File: src/rtl/bits_pkg.sv
// Shared types and constants for the bits stack-memory path.
// Used by the stack arbiter and by anything that talks to the stack SRAM.
package bits_pkg;

  localparam int SMEM_AW = 14;
  localparam int SMEM_DW = 96;

  typedef enum logic [1:0] {
    IDLE    = 2'd0,
    RD_WAIT = 2'd1,
    ACK     = 2'd2,
    REL     = 2'd3
  } arb_state_e;

  typedef struct packed {
    logic               ceb;
    logic               web;
    logic [SMEM_AW-1:0] addr;
    logic [SMEM_DW-1:0] wdata;
  } core_req_t;

  typedef struct packed {
    logic               req;
    logic               web;
    logic [SMEM_AW-1:0] addr;
    logic [SMEM_DW-1:0] wdata;
  } host_req_t;

  function automatic logic [15:0] sat_inc16(input logic [15:0] v);
    return (v == 16'hFFFF) ? v : v + 16'd1;
  endfunction

endpackage

File: src/rtl/bits_smem_arbiter.sv
// Stack SRAM arbiter: core has fixed priority, host/debug port gets a forced
// single-cycle grant once it has waited MAX_WAIT contended cycles.
module bits_smem_arbiter
  import bits_pkg::*;
#(
  parameter int MAX_WAIT = 8,
  parameter int DEPTH    = 16384
) (
  input  logic               clk,
  input  logic               reset,
  input  logic               core_ceb,
  input  logic               core_web,
  input  logic [SMEM_AW-1:0] core_addr,
  input  logic [SMEM_DW-1:0] core_wdata,
  output logic [SMEM_DW-1:0] core_rdata,
  output logic               core_stall,
  input  logic               host_req,
  input  logic               host_web,
  input  logic [SMEM_AW-1:0] host_addr,
  input  logic [SMEM_DW-1:0] host_wdata,
  output logic               host_ack,
  output logic               host_err,
  output logic [SMEM_DW-1:0] host_rdata,
  output logic               smem_ceb,
  output logic               smem_web,
  output logic [SMEM_AW-1:0] smem_addr,
  output logic [SMEM_DW-1:0] smem_wdata,
  input  logic [SMEM_DW-1:0] smem_rdata,
  output logic [15:0]        stall_count
);

  localparam logic [7:0]       MAX_WAIT_L = 8'(MAX_WAIT);
  localparam logic [SMEM_AW:0] DEPTH_L    = 15'(DEPTH);

  core_req_t          core_s;
  host_req_t          host_s;
  arb_state_e         state_r;
  arb_state_e         state_nxt_s;
  logic [7:0]         wait_cnt_r;
  logic               err_r;
  logic [SMEM_DW-1:0] host_rdata_r;
  logic [15:0]        stall_count_r;
  logic               in_range_s;
  logic               pending_s;
  logic               grant_s;
  logic               reject_s;
  logic               core_stall_s;

  assign core_s = '{ceb: core_ceb, web: core_web, addr: core_addr, wdata: core_wdata};
  assign host_s = '{req: host_req, web: host_web, addr: host_addr, wdata: host_wdata};

  // Grant decision for a host request waiting in IDLE.
  always_comb begin
    in_range_s   = ({1'b0, host_s.addr} < DEPTH_L);
    pending_s    = (state_r == IDLE) && host_s.req && !reset;
    grant_s      = pending_s && in_range_s && (core_s.ceb || (wait_cnt_r == MAX_WAIT_L));
    reject_s     = pending_s && !in_range_s;
    core_stall_s = grant_s && !core_s.ceb;
  end

  // SRAM port mux; the core passes straight through unless the host holds the grant.
  always_comb begin
    smem_ceb   = 1'b1;
    smem_web   = 1'b1;
    smem_addr  = '0;
    smem_wdata = '0;
    if (reset) begin
      smem_ceb   = 1'b1;
      smem_web   = 1'b1;
      smem_addr  = '0;
      smem_wdata = '0;
    end else if (grant_s) begin
      smem_ceb   = 1'b0;
      smem_web   = host_s.web;
      smem_addr  = host_s.addr;
      smem_wdata = host_s.wdata;
    end else begin
      smem_ceb   = core_s.ceb;
      smem_web   = core_s.web;
      smem_addr  = core_s.addr;
      smem_wdata = core_s.wdata;
    end
  end

  // Host transaction sequencing.
  always_comb begin
    state_nxt_s = state_r;
    case (state_r)
      IDLE: begin
        if (grant_s) begin
          state_nxt_s = host_s.web ? RD_WAIT : ACK;
        end else if (reject_s) begin
          state_nxt_s = ACK;
        end else begin
          state_nxt_s = IDLE;
        end
      end
      RD_WAIT: state_nxt_s = ACK;
      ACK:     state_nxt_s = REL;
      REL: begin
        if (host_s.req) begin
          state_nxt_s = REL;
        end else begin
          state_nxt_s = IDLE;
        end
      end
      default: state_nxt_s = IDLE;
    endcase
  end

  // State, error flag and captured host read data.
  always_ff @(posedge clk or posedge reset) begin
    if (reset) begin
      state_r      <= IDLE;
      err_r        <= 1'b0;
      host_rdata_r <= '0;
    end else begin
      state_r <= state_nxt_s;
      if (grant_s) begin
        err_r <= 1'b0;
      end else if (reject_s) begin
        err_r <= 1'b1;
      end
      if (state_r == RD_WAIT) begin
        host_rdata_r <= smem_rdata;
      end
    end
  end

  // Contended-wait counter feeding the starvation guard.
  always_ff @(posedge clk or posedge reset) begin
    if (reset) begin
      wait_cnt_r <= 8'd0;
    end else if (!host_s.req || grant_s || reject_s) begin
      wait_cnt_r <= 8'd0;
    end else if (pending_s && !core_s.ceb && (wait_cnt_r != MAX_WAIT_L)) begin
      wait_cnt_r <= wait_cnt_r + 8'd1;
    end
  end

  // Saturating count of core stall cycles.
  always_ff @(posedge clk or posedge reset) begin
    if (reset) begin
      stall_count_r <= 16'd0;
    end else if (core_stall_s) begin
      stall_count_r <= sat_inc16(stall_count_r);
    end
  end

  assign core_rdata  = smem_rdata;
  assign core_stall  = core_stall_s;
  assign host_ack    = (state_r == ACK);
  assign host_err    = (state_r == ACK) && err_r;
  assign host_rdata  = host_rdata_r;
  assign stall_count = stall_count_r;

endmodule

File: config.mk
export PLATFORM = sky130hd
export DESIGN_NAME = bits_smem_arbiter
export DESIGN_NICKNAME = d
export VERILOG_FILES = /design/src/rtl/bits_pkg.sv /design/src/rtl/bits_smem_arbiter.sv
export SDC_FILE = /design/constraint.sdc
export NUM_CORES = 1
export LEC_CHECK = 0
export CAP_MARGIN = 20
export CORE_AREA = 2 2 247 249
export DETAILED_ROUTE_END_ITERATION = 10
export DIE_AREA = 0 0 249 251
export SYNTH_ARGS = -nofsm -noshare
export SYNTH_HDL_FRONTEND = slang
export SYNTH_SLANG_ARGS = --single-unit
File: constraint.sdc
create_clock -name clk -period 6.9 [get_ports clk]
set_input_delay 1.38 -clock clk [delete_from_list [all_inputs] [get_ports clk]]
set_output_delay 1.38 -clock clk [all_outputs]
set_load 0.02 [all_outputs]
==> impl_metrics.csv <==
group,metric,value,unit
outcome,status,"completed",
timing,totalNegativeSetupSlack,0,ns
synthesis,synth_area_leaders,"sky130_fd_sc_hd__dfrtp_1, sky130_fd_sc_hd__mux2_2, sky130_fd_sc_hd__buf_4",
timing,slew_limit_headroom,0.339,
clocking,clock_path_buffers,2,
synthesis,synth.mux.area_fraction,0.299,
clocking,clkTransAtPathRegs,0.06,ns
detailed_routing,drcViolationCount,0,
detailed_routing,drtPass1Iterations,4,
timing,finalSetupViolations,0,
global_route,grt_pass1_vias,7696,
synthesis,synth_top_family_by_area,"multiplexers",
global_route,grt_max_degree,92,
setup_path,path_delay_family,"buffers and inverters",
synthesis,synth_area,0.00781,mm2
synthesis,synth_enable_flop_cells,0,
setup_path,cpMostUsedCell,"sky130_fd_sc_hd__clkdlybuf4s50_1",
timing,final_min_period_over_clock_period,0.813,
clocking,clock_latency,0.46,ns
clocking,cts_made_buffers,17,
synthesis,synth-adder-area-share,0.00481,
global_route,grt_first_pass_wirelength,51.8,mm
setup_path,startpoint_type,"primary input",
synthesis,synth-main-ff-cell,"sky130_fd_sc_hd__dfrtp_1",
placement,place_hpwl,30.2,mm
clocking,ctsRootBufferMaster,"sky130_fd_sc_hd__clkbuf_16",
synthesis,ys_warn_count,0,
setup_path,required_time_at_the_worst_slack_endpoint,5.52,ns
global_route,grt_util_all_layers,0.113,
synthesis,synth_area_in_compound_gates,0.00785,
synthesis,synth.distinct_cells,39,
setup_path,critPathBufInv,3,
detailed_routing,detail_route.iter0.violations,197,
job,drv.max_cap_violation_count,0,
synthesis,synth-async-reset-ratio,1.00,
die,core_area,0.0598,mm2
timing,hold_viol,0,
placement,globalplace.congestion,0.864,
power_and_ir_drop,p_leak,5.78,nW
setup_path,crit_path_max_incr_delay,0.71,ns
detailed_routing,final_routed_wirelength,36.6,mm
synthesis,synthesized_nets,1007,
synthesis,synth_xor_area_frac,0.0236,
timing,final_critical_path_setup_slack,1.29,ns
die,ios,645,
timing,max_slew_violations,0,
die,initial_utilization,0.131,
synthesis,area_share_of_the_leading_cell_type_in_the_synthesized_netlist,0.391,
power_and_ir_drop,max-vdd-ir-drop,233,uV
timing,maxClockFrequency,178,MHz
detailed_routing,detail_route.wl_per_cell,18.2,um
synthesis,synth_sequential_area_ratio,0.391,
setup_path,crit_path_max_fanout,48,
worst_hold_path,hold_path_class,"reg -> reg",
global_route,antenna_found_initial,14,
finish,area_growth,91.9,%
detailed_routing,vias,7156,
detailed_routing,drt-vias-per-instance,3.55,
global_route,grt-ovfl-total,0,
clocking,htree_levels,4,
power_and_ir_drop,power.density,284,mW/mm2
clocking,postCtsSetupRepairBufs,0,
die,fp-row-count,90,
finish,final_net_count,1545,
synthesis,post-synth-top-area-cell,"sky130_fd_sc_hd__dfrtp_1",
synthesis,syn-instance-count,682,
timing,grt_setup_unrepaired,"no",
clocking,clkSinkCount,122,
clocking,cts_tree,"yes",
setup_path,crit_path_dat,4.23,ns
clocking,cts_hold_repair.buffers,0,
setup_path,crit_chain,"clkdlybuf4s50_1, nand3_1, nor2_4, buf_12, mux2_2, clkdlybuf4s50_1",
detailed_routing,ant_nets,0,
setup_path,cpMaxStageDelayCell,"sky130_fd_sc_hd__nor2_4",
timing,worst_setup_skew_after_layout,0.0208,ns
setup_path,timing.critical_path.to_type,"output pin",
placement,post-place-ws,1.30,ns
die,die_width,249,um
placement,port_buffers,643,
synthesis,synth_area_per_cell,11.4,um2
die,floorplan.die_area,0.0625,mm2
die,die_height,251,um
clocking,gates_resized_cts_repair,0,
finish,drive_above_1_share,0.204,
setup_path,criticalPathCategory,"in -> out",
synthesis,yosys.area_share.simple,0.146,
timing,layout_min_cycle_time,5.61,ns
synthesis,yosys_register_bits,122,
timing,tightest_slew,0.991,ns
## cells in the final DEF, fill, tap and decap left out, types with 3 or more instances in the layout
cell                              netlist  routed
sky130_fd_sc_hd__o21ai_0                3       3
sky130_fd_sc_hd__nor4_1                 4       3
sky130_fd_sc_hd__nand2_1               11      11
sky130_fd_sc_hd__clkbuf_16              0      17
sky130_fd_sc_hd__nand3_1               10      10
sky130_fd_sc_hd__nor2_1                12      11
sky130_fd_sc_hd__ha_1                   3       3
sky130_fd_sc_hd__bufinv_16              0       3
sky130_fd_sc_hd__clkinvlp_4             0       3
sky130_fd_sc_hd__nand4_1                6       6
sky130_fd_sc_hd__dfrtp_1              122     122
sky130_fd_sc_hd__mux2_2               196     196
sky130_fd_sc_hd__xor2_1                19      19
sky130_fd_sc_hd__mux2_1                11      11
sky130_fd_sc_hd__inv_1                  7       6
sky130_fd_sc_hd__nor3_1                 5       5
sky130_fd_sc_hd__inv_6                  0       6
sky130_fd_sc_hd__clkdlybuf4s50_1        0     642
sky130_fd_sc_hd__nor2b_1              111     111
sky130_fd_sc_hd__buf_4                 97       9
sky130_fd_sc_hd__and4_1                 3       3
## sequential cells by signal (all words and copies together) (netlist names)
name and count:
state_r 2, stall_count 16, host_rdata 96, wait_cnt_r 8
## logic make-up after synthesis
| logic type | count (synthesis) |
|---|---|
| buf+inv | 141 |
| simple gates | 177 |
| xor+xnor | 21 |
| flops | 122 |
| other cells | 1 |
| mux | 207 |
| compound gates | 10 |
| fa+ha+maj | 3 |
## cell usage after synthesis (all sizes together) (2+ instances only)
| library cell | n |
|---|---|
| mux2 | 207 |
| dfrtp | 122 |
| buf | 121 |
| nor2b | 111 |
| xor2 | 19 |
| clkbuf | 13 |
| nor2 | 13 |
| nand2 | 11 |
| nand3 | 10 |
| inv | 7 |
| nor4 | 7 |
| nand4 | 6 |
| nor3 | 5 |
| o21ai | 4 |
| a21oi | 3 |
| and4 | 3 |
| ha | 3 |
| nor4b | 3 |
| and3 | 2 |
| nor3b | 2 |
| xnor2 | 2 |
## report_power, final
part | leakage, nW | switching (mW) | total, mW | internal (mW)
clock | 0.295 | 0.378 | 0.954 | 0.576
combinational | 4.00 | 0.959 | 2.12 | 1.16
sequential | 1.49 | 0.165 | 1.18 | 1.02
## worst register-to-register path, stage by stage, from the launching register on
cell and delay [ns]:
sky130_fd_sc_hd__dfrtp_1 0.45, sky130_fd_sc_hd__inv_1 0.12, sky130_fd_sc_hd__nor2_4 0.61, sky130_fd_sc_hd__buf_4 0.81, sky130_fd_sc_hd__mux2_2 0.52
## final timing paths
kind                                        startpoint                          end  slack, ns  cells after the start
setup / recovery                              host_req               smem_wdata[46]       1.29                      6
hold / removal             stall_count[15]$_DFFE_PP0P_  stall_count[15]$_DFFE_PP0P_       0.50                      1
setup reg to reg                  state_r[0]$_DFF_PP0_   host_rdata[57]$_DFFE_PP0P_       4.26                      4
hold reg to reg            stall_count[15]$_DFFE_PP0P_  stall_count[15]$_DFFE_PP0P_       0.50                      1
max in group asynchronous                        reset   stall_count[9]$_DFFE_PP0P_       4.17                      4
min in group asynchronous                        reset         state_r[0]$_DFF_PP0_       1.31                      3
## routing by layer
| layer | vias up | share of wire | global-route usage |
|---|---|---|---|
| met3 | 48 | 0.087 | 0.0489 |
| met1 | 3395 | 0.39 | 0.121 |
| li1 | 3311 | - | - |
| met5 | - | 0.0038 | 0 |
| met2 | 378 | 0.51 | 0.202 |
| met4 | 24 | 0.016 | 0.0306 |
## through the flow
step	total power, mW	util	instances	instance area [um2]	hold WS, ns
after floorplan	2.26	-	682	7810	0.529
after global routing	4.47	0.251	2016	15000	0.517
after global placement	3.32	0.240	1983	14400	0.490
final	4.25	0.251	2016	15000	0.499
after CTS	4.33	0.251	2015	15000	0.508
after detailed placement	3.33	0.240	1983	14400	0.494
## area by class of cell
type / count / area [um2]
sequential: 122 / 3050
clock inverter: 14 / 183
antenna: 1 / 2.50
timing repair buffer: 653 / 6530
inverter: 7 / 30.0
clock buffer: 18 / 429
tap: 782 / 978
multi-input combinational: 419 / 3770
fill: 6313 / 44800
(Power assumes the default switching activity.)
